$ cat config.mk
export PLATFORM = sky130hd
export DESIGN_NAME = xgmii_link_fault_monitor
export DESIGN_NICKNAME = d
export VERILOG_FILES = /design/src/rtl/xgmii_pkg.sv /design/src/rtl/xgmii_fault_column_decode.sv /design/src/rtl/xgmii_link_fault_monitor.sv
export SDC_FILE = /design/constraint.sdc
export NUM_CORES = 1
export LEC_CHECK = 0
export CAP_MARGIN = 20
export CORE_ASPECT_RATIO = 1.5
export CORE_UTILIZATION = 44
export CTS_CLUSTER_DIAMETER = 120
export DETAILED_ROUTE_END_ITERATION = 6
export HOLD_SLACK_MARGIN = 0.02
export PLACE_DENSITY = 0.95
export SLEW_MARGIN = 20
export SYNTH_ARGS = -nofsm -noshare
export SYNTH_HDL_FRONTEND = slang
export SYNTH_SLANG_ARGS = --single-unit
$ cat constraint.sdc
create_clock -name i_clock -period 4.86 [get_ports i_clock]
set_input_delay 0.486 -clock i_clock [delete_from_list [all_inputs] [get_ports i_clock]]
set_output_delay 0.486 -clock i_clock [all_outputs]
set_load 0.03 [all_outputs]
$ cat src/rtl/xgmii_pkg.sv
// Shared XGMII constants and types for the link-fault monitor and its column decoder.
package xgmii_pkg;

    // XGMII control characters and fault sequence codes
    localparam logic [7:0] XGMII_IDLE  = 8'h07;
    localparam logic [7:0] XGMII_START = 8'hFB;
    localparam logic [7:0] XGMII_TERM  = 8'hFD;
    localparam logic [7:0] XGMII_ERROR = 8'hFE;
    localparam logic [7:0] XGMII_SEQ   = 8'h9C;
    localparam logic [7:0] LF_CODE     = 8'h01;
    localparam logic [7:0] RF_CODE     = 8'h02;

    typedef enum logic [1:0] {
        LF_OK     = 2'b00,
        LF_LOCAL  = 2'b01,
        LF_REMOTE = 2'b10
    } link_fault_t;

    typedef enum logic [1:0] {
        NONE = 2'b00,
        LF   = 2'b01,
        RF   = 2'b10
    } seq_type_t;

    // One 64-bit XGMII word: lane 0 in data[7:0] / ctrl[0]
    typedef struct packed {
        logic [63:0] data;
        logic [7:0]  ctrl;
    } xgmii_word_t;

    // Receive-side fault tracking state, updated once per column
    typedef struct packed {
        seq_type_t   last_type;
        logic [2:0]  seq_cnt;
        logic [7:0]  col_cnt;
        link_fault_t link_fault;
    } rx_state_t;

    localparam rx_state_t RX_STATE_RESET = '{
        last_type:  NONE,
        seq_cnt:    3'd0,
        col_cnt:    8'd0,
        link_fault: LF_OK
    };

    // Idle in every lane
    localparam xgmii_word_t XGMII_IDLE_WORD = '{
        data: {8{XGMII_IDLE}},
        ctrl: 8'hFF
    };

    // Remote Fault sequence ordered set in both columns
    localparam xgmii_word_t XGMII_RF_WORD = '{
        data: {2{RF_CODE, 8'h00, 8'h00, XGMII_SEQ}},
        ctrl: 8'h11
    };

    // Map a received sequence type onto the link status it asserts
    function automatic link_fault_t seq_to_fault(input seq_type_t t);
        return (t == RF) ? LF_REMOTE : LF_LOCAL;
    endfunction

endpackage

$ cat src/rtl/xgmii_fault_column_decode.sv
// Classifies one 4-lane XGMII column as a Local Fault, Remote Fault or neither.
module xgmii_fault_column_decode
    import xgmii_pkg::*;
(
    input  logic [31:0] col_data,
    input  logic [3:0]  col_ctrl,
    output seq_type_t   col_type
);

    // Sequence ordered set in lane 0 with zero lanes 1-2; lane 3 selects LF/RF
    always_comb begin
        col_type = NONE;
        if ((col_ctrl == 4'b0001) && (col_data[7:0] == XGMII_SEQ) &&
            (col_data[23:8] == 16'h0000)) begin
            if (col_data[31:24] == LF_CODE) begin
                col_type = LF;
            end else if (col_data[31:24] == RF_CODE) begin
                col_type = RF;
            end
        end
    end

endmodule

$ cat src/rtl/xgmii_link_fault_monitor.sv
// RS link-fault monitor: tracks LF/RF sequences on RX and conditions the MAC TX stream.
module xgmii_link_fault_monitor
    import xgmii_pkg::*;
#(
    parameter int P_FAULT_SEQ_COUNT = 4,
    parameter int P_CLEAR_COLUMNS   = 128,
    parameter int P_COUNTER_WIDTH   = 16
) (
    input  logic                       i_clock,
    input  logic                       i_reset,
    input  logic [63:0]                i_xgmii_rx_data,
    input  logic [7:0]                 i_xgmii_rx_control,
    input  logic                       i_force_local_fault,
    input  logic [63:0]                i_mac_tx_data,
    input  logic [7:0]                 i_mac_tx_control,
    output logic [63:0]                o_xgmii_tx_data,
    output logic [7:0]                 o_xgmii_tx_control,
    output logic [1:0]                 o_link_fault,
    output logic [P_COUNTER_WIDTH-1:0] o_fault_entry_count
);

    localparam logic [2:0] SEQ_THRESHOLD   = 3'(P_FAULT_SEQ_COUNT);
    localparam logic [7:0] CLEAR_THRESHOLD = 8'(P_CLEAR_COLUMNS);

    seq_type_t                  col_type [2];
    rx_state_t                  state_reg;
    rx_state_t                  state_next;
    xgmii_word_t                tx_reg;
    xgmii_word_t                tx_next;
    logic [P_COUNTER_WIDTH-1:0] count_reg;
    logic                       fault_entry;

    // One decoder per column: gi=0 covers lanes 0-3, gi=1 covers lanes 4-7
    generate
        for (genvar gi = 0; gi < 2; gi++) begin : g_col
            xgmii_fault_column_decode u_decode (
                .col_data (i_xgmii_rx_data[32*gi +: 32]),
                .col_ctrl (i_xgmii_rx_control[4*gi +: 4]),
                .col_type (col_type[gi])
            );
        end
    endgenerate

    // Advance the fault tracker by a single column
    function automatic rx_state_t column_step(input rx_state_t s, input seq_type_t t);
        rx_state_t n;
        n = s;
        if (t != NONE) begin
            n.col_cnt = 8'd0;
            if (t != s.last_type) begin
                n.last_type = t;
                n.seq_cnt   = 3'd1;
            end else if (s.seq_cnt != 3'd7) begin
                n.seq_cnt = s.seq_cnt + 3'd1;
            end
            if (n.seq_cnt >= SEQ_THRESHOLD) begin
                n.link_fault = seq_to_fault(t);
            end
        end else begin
            n.col_cnt = s.col_cnt + 8'd1;
            // Enough clean columns wipes both a pending count and an asserted fault
            if (n.col_cnt == CLEAR_THRESHOLD) begin
                n = RX_STATE_RESET;
            end
        end
        return n;
    endfunction

    // State register for the RX fault tracker
    always_ff @(posedge i_clock or posedge i_reset) begin
        if (i_reset) begin
            state_reg <= RX_STATE_RESET;
        end else begin
            state_reg <= state_next;
        end
    end

    // Next state: column 0 then column 1, unless the PHY forces a local fault
    always_comb begin
        state_next = state_reg;
        if (i_force_local_fault) begin
            state_next = '{
                last_type:  LF,
                seq_cnt:    SEQ_THRESHOLD,
                col_cnt:    8'd0,
                link_fault: LF_LOCAL
            };
        end else begin
            state_next = column_step(column_step(state_reg, col_type[0]), col_type[1]);
        end
    end

    // TX selection from the currently registered link status
    always_comb begin
        tx_next = '{data: i_mac_tx_data, ctrl: i_mac_tx_control};
        case (state_reg.link_fault)
            LF_LOCAL:  tx_next = XGMII_RF_WORD;
            LF_REMOTE: tx_next = XGMII_IDLE_WORD;
            default:   tx_next = '{data: i_mac_tx_data, ctrl: i_mac_tx_control};
        endcase
    end

    // Registered TX word; reset sends Idle
    always_ff @(posedge i_clock or posedge i_reset) begin
        if (i_reset) begin
            tx_reg <= XGMII_IDLE_WORD;
        end else begin
            tx_reg <= tx_next;
        end
    end

    // Only OK-to-fault transitions count; LOCAL<->REMOTE swaps do not
    assign fault_entry = (state_reg.link_fault == LF_OK) && (state_next.link_fault != LF_OK);

    // Saturating fault-entry counter
    always_ff @(posedge i_clock or posedge i_reset) begin
        if (i_reset) begin
            count_reg <= '0;
        end else if (fault_entry && (count_reg != '1)) begin
            count_reg <= count_reg + 1'b1;
        end
    end

    assign o_xgmii_tx_data     = tx_reg.data;
    assign o_xgmii_tx_control  = tx_reg.ctrl;
    assign o_link_fault        = state_reg.link_fault;
    assign o_fault_entry_count = count_reg;

endmodule

== Word-level counts from Yosys, hierarchy flattened ==
Index checks and enable logic that the tools add are counted.

* Register bits: 103
* Logic and storage cells: 72

* Mux-type cells: 27
* Order comparisons: 2
* Add/sub/neg operators: 5
* Eq/ne operators: 19
* Reductions and logical operators: 12

{| class="wikitable"
|+ Operator list
! kind !! count
|-
| $pmux W72 S2 || 1
|-
| $mux W15 || 6
|-
| $eq A8 B8 Y1 const B || 4
|-
| $logic_not A16 Y1 || 2
|-
| $mux W2 || 12
|-
| $mux W3 || 8
|-
| $add A16 B1 Y16 const B || 1
|-
| $add A8 B1 Y8 const B || 2
|-
| $eq A8 B1 Y1 const B || 2
|-
| $eq A8 B2 Y1 const B || 2
|-
| $ne A16 B16 Y1 const B || 1
|-
| $eq A4 B1 Y1 const B || 2
|-
| $add A3 B1 Y3 const B || 2
|-
| $eq A2 B2 Y1 const B || 3
|-
| $ge A3 B3 Y1 const B || 2
|-
| $logic_and A1 B1 Y1 || 6
|-
| $ne A3 B3 Y1 const B || 2
|-
| $reduce_bool A2 Y1 || 3
|-
| $ne A2 B2 Y1 || 2
|-
| $eq A2 B1 Y1 const B || 1
|-
| $logic_not A2 Y1 || 1
|}

== Depth between registers and ports, before layout ==
Gate-level depths: netlist (run 1).

* Depth in word-level cells: 24
* Gate-level depth with buffers: 14
* Gate-level depth less buffers: 13

== Cells and area by module ==
From an unflattened synthesis (run 1), not the netlist that was laid out.

* Cells, all modules: 502
* Area, all modules: 5153.7 um2

{| class="wikitable"
|+ Modules (own cells, without submodules)
! module !! cells an instance !! instances !! area each (um2)
|-
| xgmii_link_fault_monitor || 470 || 1 || 4868.4
|-
| xgmii_fault_column_decode || 16 || 2 || 142.6
|}

== Worst setup path before layout (run 1) ==
OpenSTA, ideal clock, no wires.

* Path kind: input to register
* Start: input i_xgmii_rx_control[1]
* End: register count_reg[13], in the netlist o_fault_entry_count[13]
* Path slack: 1.748 ns
* Buffers on the path: 2
* Arrival time: 2.977 ns
* Stages: 13
* Library setup time: 0.135 ns
* Cell sequence: nor4bb_1 -> nand4_1 -> or4_1 -> buf_2 -> and3_1 -> ha_1 -> nand2_1 -> or4_4 -> o21ai_1 -> nor2_1 -> buf_4 -> nand3_1 -> xnor2_1

* Cells in the longest elaborated chain, start to end: 22

{| class="wikitable"
|+ RTL lines
! element !! line !! RTL
|-
| from (decl) || xgmii_link_fault_monitor.sv:12 || <nowiki>input logic [7:0] i_xgmii_rx_control,</nowiki>
|-
| $eq A4 B1 Y1 * || xgmii_fault_column_decode.sv:13 || <nowiki>if ((col_ctrl == 4'b0001) && (col_data[7:0] == XGMII_SEQ) &&</nowiki>
|-
| $logic_and A1 B1 Y1 * (2 in series) || xgmii_fault_column_decode.sv:13 ||
|-
| $mux W2 * || xgmii_fault_column_decode.sv:13 ||
|-
| $ne A2 B2 Y1 || xgmii_link_fault_monitor.sv:50 || <nowiki>if (t != s.last_type) begin</nowiki>
|-
| $mux W3 || xgmii_link_fault_monitor.sv:50 ||
|-
| $mux W3 || xgmii_link_fault_monitor.sv:48 || <nowiki>if (t != NONE) begin</nowiki>
|-
| $mux W3 || xgmii_link_fault_monitor.sv:81 || <nowiki>if (i_force_local_fault) begin</nowiki>
|-
| $mux W15 * || xgmii_link_fault_monitor.sv:48 ||
|-
| [5 not listed] || - ||
|-
| $mux W3 || xgmii_link_fault_monitor.sv:81 ||
|-
| $ge A3 B3 Y1 || xgmii_link_fault_monitor.sv:56 || <nowiki>if (n.seq_cnt >= SEQ_THRESHOLD) begin</nowiki>
|-
| $mux W2 || xgmii_link_fault_monitor.sv:56 ||
|-
| $mux W15 * || xgmii_link_fault_monitor.sv:48 ||
|-
| $mux W15 * || xgmii_link_fault_monitor.sv:81 ||
|-
| $reduce_bool A2 Y1 * || xgmii_link_fault_monitor.sv:113 || <nowiki>assign fault_entry = (state_reg.link_fault == LF_OK) && (state_next.link_fault != LF_OK);</nowiki>
|-
| $logic_and A1 B1 Y1 * || xgmii_link_fault_monitor.sv:113 ||
|-
| $logic_and A1 B1 Y1 * || xgmii_link_fault_monitor.sv:119 || <nowiki>end else if (fault_entry && (count_reg != '1)) begin</nowiki>
|-
| to (signal assigned) || xgmii_link_fault_monitor.sv:120 || <nowiki>count_reg <= count_reg + 1'b1;</nowiki>
|-
| to (decl) || xgmii_link_fault_monitor.sv:30 || <nowiki>logic [P_COUNTER_WIDTH-1:0] count_reg;</nowiki>
|}

Mark *: on every way between the ends. The rest lies on a longest branch, timed or not. The select of a mux whose other input is x is not followed.
A chain may end at the register's enable or synchronous reset.

== Worst setup path in the final report (run 1) ==
* Start: input i_xgmii_rx_data[3]
* End: register count_reg[7], in the netlist o_fault_entry_count[7]

* Cells in the longest elaborated chain, start to end: 22

{| class="wikitable"
|+ RTL lines
! element !! line !! RTL
|-
| from (decl) || xgmii_link_fault_monitor.sv:11 || <nowiki>input logic [63:0] i_xgmii_rx_data,</nowiki>
|-
| $eq A8 B8 Y1 * || xgmii_fault_column_decode.sv:13 ||
|-
| $logic_and A1 B1 Y1 * (2 in series) || xgmii_fault_column_decode.sv:13 ||
|-
| $mux W2 * || xgmii_fault_column_decode.sv:13 ||
|-
| $ne A2 B2 Y1 || xgmii_link_fault_monitor.sv:50 ||
|-
| $mux W3 || xgmii_link_fault_monitor.sv:50 ||
|-
| $mux W3 || xgmii_link_fault_monitor.sv:48 ||
|-
| $mux W3 || xgmii_link_fault_monitor.sv:81 ||
|-
| $mux W15 * || xgmii_link_fault_monitor.sv:48 ||
|-
| [5 not listed] || - ||
|-
| $mux W3 || xgmii_link_fault_monitor.sv:81 ||
|-
| $ge A3 B3 Y1 || xgmii_link_fault_monitor.sv:56 ||
|-
| $mux W2 || xgmii_link_fault_monitor.sv:56 ||
|-
| $mux W15 * || xgmii_link_fault_monitor.sv:48 ||
|-
| $mux W15 * || xgmii_link_fault_monitor.sv:81 ||
|-
| $reduce_bool A2 Y1 * || xgmii_link_fault_monitor.sv:113 ||
|-
| $logic_and A1 B1 Y1 * || xgmii_link_fault_monitor.sv:113 ||
|-
| $logic_and A1 B1 Y1 * || xgmii_link_fault_monitor.sv:119 ||
|}

Marked as above.

==> results of run 1 <==
[synth_stat cells, types with 2 or more instances]
cell type / count
a21oi_1: 9
nand3_2: 7
dfstp_2: 32
xnor2_1: 17
nor3b_1: 2
xor2_1: 9
nand3b_1: 3
buf_4: 3
nor2_1: 29
and3_1: 13
inv_1: 38
clkbuf_1: 13
nor4bb_1: 3
nor4b_1: 8
or3_1: 2
nand2_1: 29
o21ai_0: 39
nor2b_1: 37
or2_2: 8
a31oi_1: 3
ha_1: 8
nor4b_2: 3
nor4_1: 16
dfrtp_1: 71
nand3_1: 14
o21a_1: 4
nand4_1: 8
nor3_1: 9
[how the worst max path moves through the flow]
stage / start / end / cells after the start
3_3_place_gp: i_xgmii_rx_data[3] / o_fault_entry_count[11]$_DFFE_PP0P_ / 13
2_1_floorplan: i_reset / o_fault_entry_count[0]$_DFFE_PP0P_ / 1
5_1_grt: i_xgmii_rx_data[3] / o_fault_entry_count[7]$_DFFE_PP0P_ / 13
6_report: i_xgmii_rx_data[3] / o_fault_entry_count[7]$_DFFE_PP0P_ / 13
4_1_cts: i_xgmii_rx_data[3] / o_fault_entry_count[7]$_DFFE_PP0P_ / 13
3_5_place_dp: i_xgmii_rx_data[3] / o_fault_entry_count[15]$_DFFE_PP0P_ / 13
[layout make-up]
class                      instances  area (um2)
clock inverter                     6        77.6
fill                             697        3020
inverter                          38         145
multi-input combinational        308        1990
clock buffer                      10         229
sequential                       103        2620
timing repair buffer             239        2380
tap                              144         180
[worst max-delay path: stages]
cell and delay [ns]:
clkdlybuf4s50_1 0.45, nor4bb_1 0.29, nand4_1 0.21, or4_1 0.73, and3_1 0.26, ha_1 0.20
nand2_1 0.12, or4_4 0.17, o21ai_1 0.12, nor2_1 0.45, buf_4 0.27, nand3_2 0.09
xnor2_1 0.23
[power groups by stage]
stage | clock network (W) | registers [W] | logic [W]
2_1_floorplan | 0 | 0.000882 | 0.0000495
3_3_place_gp | 0 | 0.000882 | 0.000180
3_5_place_dp | 0 | 0.000883 | 0.000184
4_1_cts | 0.000749 | 0.000867 | 0.000186
5_1_grt | 0.000784 | 0.000867 | 0.000201
6_report | 0.000735 | 0.000867 | 0.000185
[routing by layer]
| metal | global-route usage | vias up | wire length [um] |
|---|---|---|---|
| met5 | 0 | - | 0 |
| met4 | 0.119 | 0 | 513 |
| met3 | 0.0584 | 41 | 836 |
| met2 | 0.438 | 214 | 7630 |
| met1 | 0.255 | 2128 | 4860 |
| li1 | - | 2058 | - |
[kinds of logic after synthesis]
logic type / after synthesis
simple gates: 201
flops: 103
compound gates: 71
buf+inv: 57
xor+xnor: 26
fa+ha+maj: 8
mux: 2
[per-stage QoR]
step / instance area, um2 / hold slack (ns) / utilization / setup WS (ns)
finish: 7630 / 0.491 / 0.716 / 1.02
detailed placement: 7320 / 0.486 / 0.688 / 0.697
floorplan: 4840 / 0.571 / - / 1.72
global placement: 7320 / 0.477 / 0.688 / 0.856
CTS: 7630 / 0.496 / 0.716 / 1.02
global route: 7630 / 0.527 / 0.716 / 0.803
==> qor.log, run 1 <==
[cts] root buffer selected by CTS clkbuf_16
[place] global placement routability congestion 0.909
[worst_setup_path] arrival time at the worst endpoint 4.09 ns
[cells_and_area] Layout area overhead 57.5%
[die] boundary pin count 237
[timing] final hold violations 0
[cts] clock insertion delay at the later pin of the skew report 0.35 ns
[worst_hold_path] Worst Hold Endpoint o_fault_entry_count[4]$_DFFE_PP0P_
[drt] DRT iter0 DRCs 226
[die] chip width 87.7 um
[cells_and_area] most used cells in the layout excluding fill and tap cells clkdlybuf4s50_1, dfrtp_1, o21ai_0, inv_1, nor2b_1
[drt] remaining antenna violation count after routing 0
[timing] Setup Skew 0.00904 ns
[place] Cells after DPL 832
[global_routing] global-route wire length before repair 21000 um
[pwr] logic gate share of total power 0.103
[worst_setup_path] kind of end point of the critical path flop
[drt] total wire length after detailed routing 13800 um
[pwr] worst ir drop on vdd 198 uV
[pwr] power density over the cells 234 nW/um2
[synthesis] syn nets 623
[worst_setup_path] CP Class input pin to flop
[synthesis] Avg Synthesized Cell Area 10.3 um2
[worst_setup_path] Worst Reg2Reg Path Length in Cells 12
[worst_setup_path] reg2reg setup slack 1.49 ns
[cts] number of clock sinks seen by CTS 103
[timing] Pins Over Slew Limit 0
[synthesis] Yosys cell types 59
[synthesis] main area contributors after synthesis dfrtp_1, dfstp_2, nor2b_1, o21ai_0, xnor2_1
[timing] Total Negative Setup Slacks 0 ns
[cells_and_area] fin nets 854
[die] core area 10600 um2
[synthesis] sequential cell area fraction in the yosys report 0.540
[synthesis] largest family of logic cells by synthesized area simple AND/OR/NAND/NOR gates
[cells_and_area] share of post-route cells with drive strength above 1 0.114
[synthesis] area of the mapped netlist 4840 um2
[cts] maximum clock insertion buffer count 2
[synthesis] synthesized-area fraction occupied by adder cells 0.0207
[global_routing] GR Overflow Total 0
[synthesis] post-synthesis simple-gate area fraction 0.247
[place] HPWL after detailed placement 10600 um
[cts] count of instances resized after the clock tree is built 0
[die] die height 130 um
[worst_setup_path] Crit Path Max Fanout 7
[cells_and_area] most common library cell in the layout ignoring fill and taps clkdlybuf4s50_1
[drt] Via density 5.24
[cts] hold-fix buffers at CTS 0
[timing] # setup viols final 0
[synthesis] most instantiated flip-flop cell in the synthesis netlist dfrtp_1
[drt] first-pass detailed-route iteration total 5
[pwr] sw frac 0.220
[synthesis] portion of netlist area occupied by mux cells 0.00439
[synthesis] top-area cell type share of the netlist area 0.367
[global_routing] antenna violations before repair 0
[run] max cap viols 0
[pwr] P_int 0.00139 W
[drt] Avg WL per Cell 16.3 um
[worst_hold_path] cell count of the worst hold path 1
[synthesis] cell count after synthesis 468
[worst_setup_path] required time of the worst setup path 5.11 ns
[pwr] register share of total power 0.485
[timing] max_slew headroom 0.516
[cts] register clock-pin slew on the reported worst setup and hold paths 0.07 ns
[synthesis] complex-gate fraction of the synthesized area 0.0925
[die] area enclosed by the die boundary 11400 um2
[timing] min cycle time layout 3.84 ns
[timing] slew at the pin with the worst max-slew slack 0.720 ns
[drt] vias 4441
[cts] CTS tree built
[global_routing] largest net degree at the start of global routing 75
[global_routing] number of global-route vias before repair 4482
[cts] TritonCTS Buffers 9
[cells_and_area] number of inserted diodes 0
[timing] post-route fraction of the period consumed by the critical path 0.789
[global_routing] aggregate global-route resource usage 0.240
[synthesis] number of synthesized flops with an enable pin 0
[place] number of input and output port buffers inserted 236
[die] Initial Util 0.455
[worst_hold_path] worst min-delay path class flop to flop
[worst_setup_path] launching point of the worst reg2reg path state_reg[5]$_DFF_PP0_
[worst_hold_path] worst hold path startpoint o_fault_entry_count[4]$_DFFE_PP0P_
[cts] maximum level of the CTS H-tree 3
[die] count of standard-cell rows 46
[timing] unrepaired setup endpoints after global routing no
[pwr] total leakage power 3.14 nW
[outcome] run status finished clean
[pwr] Total Power Consumption 0.00179 W
[worst_setup_path] Worst R2R End o_fault_entry_count[7]$_DFFE_PP0P_
[cells_and_area] number of standard cells in the final layout excluding fillers 848
[synthesis] number of warnings reported in the yosys synthesis log 0
[cells_and_area] max FFs per register 64
[drt] DRC violation count after routing 0
[synthesis] ys async rst share 1.00
[synthesis] synthesized-area fraction occupied by xor and xnor cells 0.0470
[pwr] share of power burned in the clock network 0.411
[synthesis] Synth Register Bits 103
[cts] Post-CTS Setup Inserts 0
[pwr] switching power of the nets 0.000393 W
[synthesis] library cell with the largest summed area after synthesis dfrtp_1
[timing] fmax 0.261 GHz
[worst_setup_path] startpoint class of the critical path input pin
Note: power is estimated with default switching activity, not from simulation.
==> inputs of run 2 (changes only) <==
CORE_UTILIZATION = 41   (was 44)
PLACE_DENSITY = 0.92   (was 0.95)
clock period = 3.95 ns   (was 4.86 ns; I/O delays follow)
==> run 2 against run 1 <==
Compared with the run above:
- cell count increased by 1.3%
- worst hold slack improved by 0.0090 ns
- clock power increased by 16%
- largest cell class unchanged
- highest routed layer unchanged
==> qor.log, run 2 (same netlist as run 1, synthesis figures left out) <==
[cells_and_area] most common library cell in the layout ignoring fill and taps clkdlybuf4s50_1 [unchanged]
[drt] vias 4475 [was 4441]
[cts] CTS tree built [unchanged]
[timing] worst hold slack 0.500 ns [was 0.491 ns]
[global_routing] global-route wire length before repair 22700 um [was 21000 um]
[worst_setup_path] Worst Reg2Reg Path Length in Cells 12 [unchanged]
[global_routing] aggregate global-route resource usage 0.235 [was 0.240]
[cells_and_area] share of post-route cells with drive strength above 1 0.121 [was 0.114]
[pwr] worst ir drop on vdd 189 uV [was 198 uV]
[timing] unrepaired setup endpoints after global routing no [unchanged]
[worst_setup_path] required time of the worst setup path 4.17 ns [was 5.11 ns]
[timing] max_slew headroom 0.396 [was 0.516]
[cts] maximum clock insertion buffer count 2 [unchanged]
[worst_setup_path] launching point of the worst reg2reg path state_reg[2]$_DFF_PP0_ [was state_reg[5]$_DFF_PP0_]
[timing] min cycle time layout 3.39 ns
[outcome] run status finished clean [unchanged]
[pwr] total leakage power 3.15 nW [was 3.14 nW]
[drt] first-pass detailed-route iteration total 4 [was 5]
[drt] DRT iter0 DRCs 227 [was 226]
[cells_and_area] number of fill cells 882 [was 697]
[worst_setup_path] kind of end point of the critical path flop [unchanged]
[worst_setup_path] CP Class input pin to flop [unchanged]
[worst_setup_path] cell-by-cell listing of the critical path clkdlybuf4s50_1 -> nor4bb_1 -> nand4_1 -> or4_1 -> nand2_4 -> nor2_1 -> ha_1 -> nand2_1 -> or4_4 -> o21ai_1 -> nor2_1 -> buf_4 -> nand3_1 -> xnor2_1 [was clkdlybuf4s50_1 -> nor4bb_1 -> nand4_1 -> or4_1 -> and3_1 -> ha_1 -> nand2_1 -> or4_4 -> o21ai_1 -> nor2_1 -> buf_4 -> nand3_2 -> xnor2_1]
[worst_setup_path] reg2reg setup slack 0.79 ns [was 1.49 ns]
[cts] clock insertion delay at the later pin of the skew report 0.34 ns [was 0.35 ns]
[timing] post-route fraction of the period consumed by the critical path 0.858
[die] die height 135 um [was 130 um]
[cells_and_area] Layout area overhead 58.1% [was 57.5%]
[worst_setup_path] Worst R2R End o_fault_entry_count[1]$_DFFE_PP0P_ [was o_fault_entry_count[7]$_DFFE_PP0P_]
[global_routing] number of global-route vias before repair 4748 [was 4482]
[timing] Setup Skew 0.00734 ns [was 0.00904 ns]
[drt] total wire length after detailed routing 14000 um [was 13800 um]
[worst_setup_path] Crit Path Max Fanout 12 [was 7]
[die] boundary pin count 237 [unchanged]
[cts] hold-fix buffers at CTS 0 [unchanged]
[cts] root buffer selected by CTS clkbuf_16 [unchanged]
[worst_setup_path] origin of the worst setup path i_xgmii_rx_data[3] [unchanged]
[cells_and_area] max FFs per register 64 [unchanged]
[drt] Via density 5.21 [was 5.24]
[die] Initial Util 0.420 [was 0.455]
[die] count of standard-cell rows 48 [was 46]
[pwr] power density over the cells 281 nW/um2 [was 234 nW/um2]
[global_routing] largest net degree at the start of global routing 77 [was 75]
[timing] final hold violations 0 [unchanged]
[cells_and_area] number of inserted diodes 0 [unchanged]
[worst_hold_path] Worst Hold Endpoint o_fault_entry_count[8]$_DFFE_PP0P_ [was o_fault_entry_count[4]$_DFFE_PP0P_]
[place] total placed instance area 7370 um2 [was 7320 um2]
[drt] Avg WL per Cell 16.3 um [about the same]
[cells_and_area] fin nets 859 [was 854]
[cts] register clock-pin slew on the reported worst setup and hold paths 0.07 ns [about the same]
[place] number of input and output port buffers inserted 236 [unchanged]
[place] global placement routability congestion 0.884 [was 0.909]
[drt] DRC violation count after routing 0 [unchanged]
[worst_setup_path] critical-path cell with the highest stage delay or4_1 [unchanged]
[timing] Pins Over Slew Limit 0 [unchanged]
[worst_setup_path] arrival time at the worst endpoint 3.61 ns [was 4.09 ns]
[cts] maximum level of the CTS H-tree 3 [unchanged]
[worst_hold_path] worst hold path startpoint o_fault_entry_count[8]$_DFFE_PP0P_ [was o_fault_entry_count[4]$_DFFE_PP0P_]
[place] pre-CTS worst setup slack 0.223 ns [was 0.697 ns]
[global_routing] GR Overflow Total 0 [unchanged]
[cts] number of clock sinks seen by CTS 103 [unchanged]
[drt] remaining antenna violation count after routing 0 [unchanged]
[worst_hold_path] cell count of the worst hold path 1 [unchanged]
[run] max cap viols 0 [unchanged]
[cells_and_area] most used cells in the layout excluding fill and tap cells clkdlybuf4s50_1, dfrtp_1, o21ai_0, inv_1, nor2b_1 [unchanged]
[worst_setup_path] slowest cell delay on critical path 0.73 ns [about the same]
[place] HPWL after detailed placement 11100 um [was 10600 um]
[worst_setup_path] startpoint class of the critical path input pin [unchanged]
[cells_and_area] Final Instance Area 7660 um2 [was 7630 um2]
[cts] Post-CTS Setup Inserts 0 [unchanged]
[worst_setup_path] cell type with the highest occurrence count on the critical path nor2_1
[worst_hold_path] worst min-delay path class flop to flop [unchanged]
[cts] TritonCTS Buffers 9 [unchanged]
[timing] slew at the pin with the worst max-slew slack 0.906 ns [was 0.720 ns]
[timing] # setup viols final 0 [unchanged]
[timing] Total Negative Setup Slacks 0 ns [unchanged]
[global_routing] antenna violations before repair 0 [unchanged]
[die] core area 11500 um2 [was 10600 um2]
[die] chip width 90.7 um [was 87.7 um]
[timing] fmax 0.295 GHz
[timing] minimum setup slack in the final design 0.560 ns [was 1.02 ns]
[die] area enclosed by the die boundary 12300 um2 [was 11400 um2]
[cts] count of instances resized after the clock tree is built 0 [unchanged]
[run 2: report_power, final]
group / internal [W] / total [W] / switching, W
sequential: 0.00106 / 0.00107 / 0.00000685
clock: 0.000453 / 0.000854 / 0.000401
combinational: 0.000156 / 0.000234 / 0.0000781
total: 0.00167 / 0.00216 / 0.000486
[run 2: worst max-delay path: cells and delay by family]
kind	cells	cell delay, ns
adder cells (fa/ha/maj)	1	0.23
AO/OA/AOI/OAI	1	0.12
XOR/XNOR	1	0.14
AND/OR/NAND/NOR	9	2.02
buffers and inverters	2	0.70
[run 2: cell type report]
type                    instances  area (um2)  area share
inverters                      38         145      0.0190
multi-input cells             308        1990       0.260
flip-flops and latches        103        2620       0.342
clock buffers                  10         239      0.0312
repair buffers                244        2420       0.316
well taps                     150         188      0.0245
clock inverters                 6        52.6     0.00686
[run 2: worst max path at each step]
stage | cells past startpoint | endpoint
6_report | 14 | o_fault_entry_count[11]$_DFFE_PP0P_
3_3_place_gp | 13 | o_fault_entry_count[11]$_DFFE_PP0P_
3_5_place_dp | 14 | o_fault_entry_count[13]$_DFFE_PP0P_
4_1_cts | 14 | o_fault_entry_count[11]$_DFFE_PP0P_
2_1_floorplan | 1 | o_fault_entry_count[0]$_DFFE_PP0P_
5_1_grt | 14 | o_fault_entry_count[11]$_DFFE_PP0P_
[run 2: metal layers]
layer | GRT usage | vias up | share of wire
li1 | - | 2070 | -
met1 | 0.252 | 2169 | 0.36
met2 | 0.448 | 206 | 0.56
met3 | 0.0445 | 30 | 0.058
met4 | 0.0923 | 0 | 0.026
met5 | 0 | - | 0
[run 2: stage by stage]
step           total power [W]  utilization  instances
2_1_floorplan          0.00115            -        468
3_3_place_gp           0.00131        0.639        843
3_5_place_dp           0.00132        0.639        843
4_1_cts                0.00217        0.664        859
5_1_grt                0.00223        0.664        859
6_report               0.00216        0.664        859
==> patch 1 (flow settings as in run 2) <==
Reset style: synchronous (`i_reset`), changed in 3 clocked blocks.
--- a/src/rtl/xgmii_link_fault_monitor.sv
+++ b/src/rtl/xgmii_link_fault_monitor.sv
@@ -67,7 +67,7 @@
     endfunction
 
     // State register for the RX fault tracker
-    always_ff @(posedge i_clock or posedge i_reset) begin
+    always_ff @(posedge i_clock) begin
         if (i_reset) begin
             state_reg <= RX_STATE_RESET;
         end else begin
@@ -101,7 +101,7 @@
     end
 
     // Registered TX word; reset sends Idle
-    always_ff @(posedge i_clock or posedge i_reset) begin
+    always_ff @(posedge i_clock) begin
         if (i_reset) begin
             tx_reg <= XGMII_IDLE_WORD;
         end else begin
@@ -113,7 +113,7 @@
     assign fault_entry = (state_reg.link_fault == LF_OK) && (state_next.link_fault != LF_OK);
 
     // Saturating fault-entry counter
-    always_ff @(posedge i_clock or posedge i_reset) begin
+    always_ff @(posedge i_clock) begin
         if (i_reset) begin
             count_reg <= '0;
         end else if (fault_entry && (count_reg != '1)) begin
Formal check against the unedited RTL: differs if i_reset is asserted again (counterexample within 4 cycles, from zero or initial values and one cycle with i_reset high); with i_reset held inactive, the same outputs for 4 cycles.
==> patch 1 against run 2 <==
  * Wire length rose by 16%
  * Register-to-register slack got worse by 0.59 ns
  * Setup slack got worse by 0.38 ns
  * Synthesized area down 3.6%
  * Final area is 1.3% higher
  * First-iteration DRC count rose by 81%
  * Utilization is 3.7 points higher
  * Sequential cell count is the same
  * Largest cell class is now non-clock buffers
  * Highest routed layer unchanged
Power is not compared: it rests on default switching activity, and its combinational part moved more than twofold at a synthesized area within 25%.
==> patch 1: results (changes against run 2) <==
* Reg2reg end: o_fault_entry_count[7]$_SDFFE_PP0P_
- The fraction of the mapped netlist area in compound gates came to 16.7% (+7.5 points).
- Post-route core utilization: 70.1% (+3.7 points)
- The peak per-stage delay on the critical path is 0.48 ns (-0.25 ns).
* Worst hold endpoint: o_fault_entry_count[8]$_SDFFE_PP0P_
- Via total after detailed routing: 4,969 (+11%)
* Worst setup path endpoint: o_fault_entry_count[7]$_SDFFE_PP0P_
- The last weighted congestion value of the routability-driven placer was 0.879 (-0.57%).
- The length of the first detailed-routing pass in iterations came to 5 (+1).
- Overall global routing resource usage: 28.1% (+4.6 points)
* DRC marker count from the first detailed-route iteration: 410 (+81%)
- Number of global-route vias before repair: 5,220 (+9.9%)
* Result of the run: finished clean
- The post-detailed-routing wire length is 16,300 um (+16%).
* Synth Net Count: 693 (+11%)
* DP Area: 7380 um^2 (+0.12%)
- The number of cells on the worst hold path was 2 (+1).
- Non-clock buffers, area share: 33.9% (+2.3 points)
- Arrival time reported for the critical path endpoint: 4.05 ns (+0.44 ns)
- Detailed placer's ending HPWL: 13,100 um (+18%)
* XOR/XNOR Fraction of Synth Area: 3.00% (-1.7 points)
- Register Area: 2070 um^2 (-21%)
- Source of the worst hold timing path: o_fault_entry_count[8]$_SDFFE_PP0P_
* Proportion of register bits with asynchronous set or reset after synthesis: 0% (-100 points)
- The final routed wire length divided by cell count came to 17.2 um (+5.4%).
- Multi-In Gates: 368 (+19%)
* Placed cell count: 928 (+10%)
* Most common cell in the synthesized netlist: sky130_fd_sc_hd__dfxtp_1
- Global-route wire length before repair: 25,200 um (+11%)
- Multiplexer area fraction after synthesis: 0.911% (+0.47 points)
* Area of combinational cells with multiple inputs: 2400 um^2 (+20%)
- The clock tree skew after final layout is 0.00856 ns (+0.00122 ns).
- Synthesized area divided by synthesized cell count: 8.70 um^2 (-16%)
- Reg2reg setup slack: 0.20 ns (-0.59 ns)
- The commonest cells after synthesis are sky130_fd_sc_hd__dfxtp_1 (103), sky130_fd_sc_hd__nor2_1 (44), sky130_fd_sc_hd__o21ai_0 (40).
- Cell variety after synth: 66 (+12%)
- The post-synthesis adder-cell area fraction was 2.41% (+0.34 points).
- Seq/Total Area, Yosys: 44.1% (-9.9 points)
- Worst-case setup slack after placement: -0.222 ns (-0.445 ns)
- Fraction of final layout cells sized beyond drive strength 1: 10.3% (-1.9 points)
* Reg2Reg Launch Point: state_reg[5]$_SDFF_PP0_
- The number of nets in the finished design is 949 (+10%).
- The depth of the worst register-to-register path is 18 (+6).
- Count of non-CTS inverters in the layout: 39 (+2.6%)
- Crit share post-route: 95.3% (+9.5 points)
- The worst hold slack came to 0.520 ns (+0.0199 ns).
- Synth area leaders: sky130_fd_sc_hd__dfxtp_1 (44%), sky130_fd_sc_hd__and2_1 (5.1%), sky130_fd_sc_hd__o21ai_0 (4.3%), sky130_fd_sc_hd__nor2_1 (3.5%), sky130_fd_sc_hd__inv_1 (3.1%)
## patch 1: changes by cell type after synthesis, moves of 9 or more
cell / run 2 / this run
sky130_fd_sc_hd__a21oi_1: 9 / 26
sky130_fd_sc_hd__and2_1: 1 / 38
sky130_fd_sc_hd__dfrtp_1: 71 / 0
sky130_fd_sc_hd__dfstp_2: 32 / 0
sky130_fd_sc_hd__dfxtp_1: 0 / 103
sky130_fd_sc_hd__nand2b_1: 1 / 10
sky130_fd_sc_hd__nor2_1: 29 / 44
sky130_fd_sc_hd__nor2b_1: 37 / 4
sky130_fd_sc_hd__or3_1: 2 / 16
sky130_fd_sc_hd__xnor2_1: 17 / 7
## patch 1: layer usage
metal	up-vias	GRT usage [%]	part of all wire [%]
met5	-	0	0
met4	0	11.0	3.2
met3	46	9.11	7.8
met2	206	51.8	54
met1	2317	28.1	35
li1	2400	-	-
## patch 1: logic make-up after synthesis
logic type / count (synthesis)
simple gates: 221
compound gates: 118
flops: 103
xor+xnor: 16
mux: 4
fa+ha+maj: 9
buf+inv: 66
==> patch 2 (settings of run 2) <==
Made on the original files. The parameter `P_COUNTER_WIDTH` goes from 16 to 32.
--- a/src/rtl/xgmii_link_fault_monitor.sv
+++ b/src/rtl/xgmii_link_fault_monitor.sv
@@ -4,7 +4,7 @@
 #(
     parameter int P_FAULT_SEQ_COUNT = 4,
     parameter int P_CLEAR_COLUMNS   = 128,
-    parameter int P_COUNTER_WIDTH   = 16
+    parameter int P_COUNTER_WIDTH   = 32
 ) (
     input  logic                       i_clock,
     input  logic                       i_reset,
Ports: changed (resized o_fault_entry_count); port bits go from 237 to 253. The function was not compared with the original's and may differ.
==> patch 2 against run 2 <==
  * Total power rose by 42%
  * Final area rose by 22%
  * Synthesized cell count rose by 21%
  * Synthesized area rose by 20%
  * Wire length rose by 19%
  * Sequential cell count rose by 16
  * Hold slack got worse by 0.022 ns
  * Clock power rose by 77%
  * First-iteration DRC count rose by 15%
  * Global-route usage fell by 0.57 points
  * Setup slack got worse by 0.36 ns
==> patch 2: results (changes against run 2) <==
- The number of distinct library cells after synthesis was 58 (-1.7%).
* Depth of the CTS H-tree: 4 (+1)
- In this run the worst hold path is classified as primary input to asynchronous set/reset pin.
* Clk_lat worst skew: 0.41 ns (+0.07 ns)
- The clock buffer count from CTS is 17 (+8).
- Pin slew with the least headroom to its limit: 0.815 ns (-0.0905 ns)
- Commonest cells post-synth: sky130_fd_sc_hd__dfrtp_1 (87), sky130_fd_sc_hd__nand2_1 (48), sky130_fd_sc_hd__o21ai_0 (45)
- Result of the run: finished clean
- Pin count of the biggest net entering global routing: 74 (-3.9%)
* Buffers on Ports: 252 (+6.8%)
* Synth area leaders: sky130_fd_sc_hd__dfrtp_1 (37%), sky130_fd_sc_hd__dfstp_2 (14%), sky130_fd_sc_hd__xor2_1 (4.7%), sky130_fd_sc_hd__nor2b_1 (4.4%), sky130_fd_sc_hd__o21ai_0 (3.9%)
- Maximum fanout along the worst path: 16 (+4)
- The net count after synthesis came to 719 (+15%).
- The length of the first detailed-routing pass in iterations is 5 (+1).
- The share of post-route cells with drive strength above 1 is 16.2% (+4.1 points).
- Syn Inst Count: 564 (+21%)
- The count of routing violations after the opening detailed-route iteration was 262 (+15%).
- Number of global-route vias before repair: 5,353 (+13%)
- The arrival time at the worst endpoint was 4.01 ns (+0.40 ns).
- The global-route wire length before repair was 26,200 um (+15%).
* Worst-case setup slack after placement: -0.315 ns (-0.539 ns)
* Total wire length: 16,600 um (+19%)
* Die Area: 14,700 um^2 (+20%)
- Register clock-pin slew on the reported worst setup and hold paths: 0.05 ns (-0.02 ns)
- Peak ir drop on the vdd network: 0.222 mV (+17%)
-- patch 2: cell families after synthesis --
family,after synthesis,synth area share (%)
flip-flops,119,51.8
AO/OA/AOI/OAI,86,9.09
AND/OR/NAND/NOR,238,25.4
XOR/XNOR,41,6.17
multiplexers,4,0.731
buffers and inverters,68,5.07
adder cells (fa/ha/maj),8,1.72
-- patch 2: per-layer routing --
metal / up-vias / share of wire (%) / global-route usage, %
met3: 40 / 3.4 / 3.55
met2: 202 / 58 / 43.1
met5: - / 0 / 0
met4: 0 / 3.2 / 11.5
li1: 2514 / - / -
met1: 2553 / 35 / 24.4
-- patch 2: power by group through the flow --
stage                     registers, uW  clock network, uW  logic, uW
final                              1250               1510        286
after global routing               1260               1600        310
after CTS                          1250               1540        288
after detailed placement           1270                  0        285
after global placement             1270                  0        279
after floorplan                    1290                  0       70.7
-- patch 2: worst paths after layout --
kind | to | slack [ns] | depth (start not counted) | from
worst max-delay path | o_fault_entry_count[16]$_DFFE_PP0P_ | 0.20 | 16 | i_xgmii_rx_data[30]
worst min-delay path | o_xgmii_tx_data[37]$_DFF_PP0_ | 0.48 | 2 | i_reset
worst max register to register | o_fault_entry_count[16]$_DFFE_PP0P_ | 0.31 | 14 | state_reg[8]$_DFF_PP0_
worst min register to register | o_fault_entry_count[17]$_DFFE_PP0P_ | 0.49 | 1 | o_fault_entry_count[17]$_DFFE_PP0P_
max in group asynchronous | o_xgmii_tx_data[34]$_DFF_PP1_ | 2.63 | 3 | i_reset
min in group i_clock | o_fault_entry_count[17]$_DFFE_PP0P_ | 0.49 | 1 | o_fault_entry_count[17]$_DFFE_PP0P_
-- patch 2: final cells by class --
type	instances	share of cell area (%)
multi-input cells	377	27.3
inverters	42	1.71
clock inverters	9	0.640
well taps	165	2.20
repair buffers	289	30.3
clock buffers	23	5.68
flip-flops and latches	119	32.2
-- patch 2: metrics by stage --
step	utilization, %	total power [uW]
after global placement	62.7	1550
final	67.3	3050
after floorplan	-	1360
after detailed placement	62.7	1560
after CTS	67.0	3080
after global routing	67.3	3160
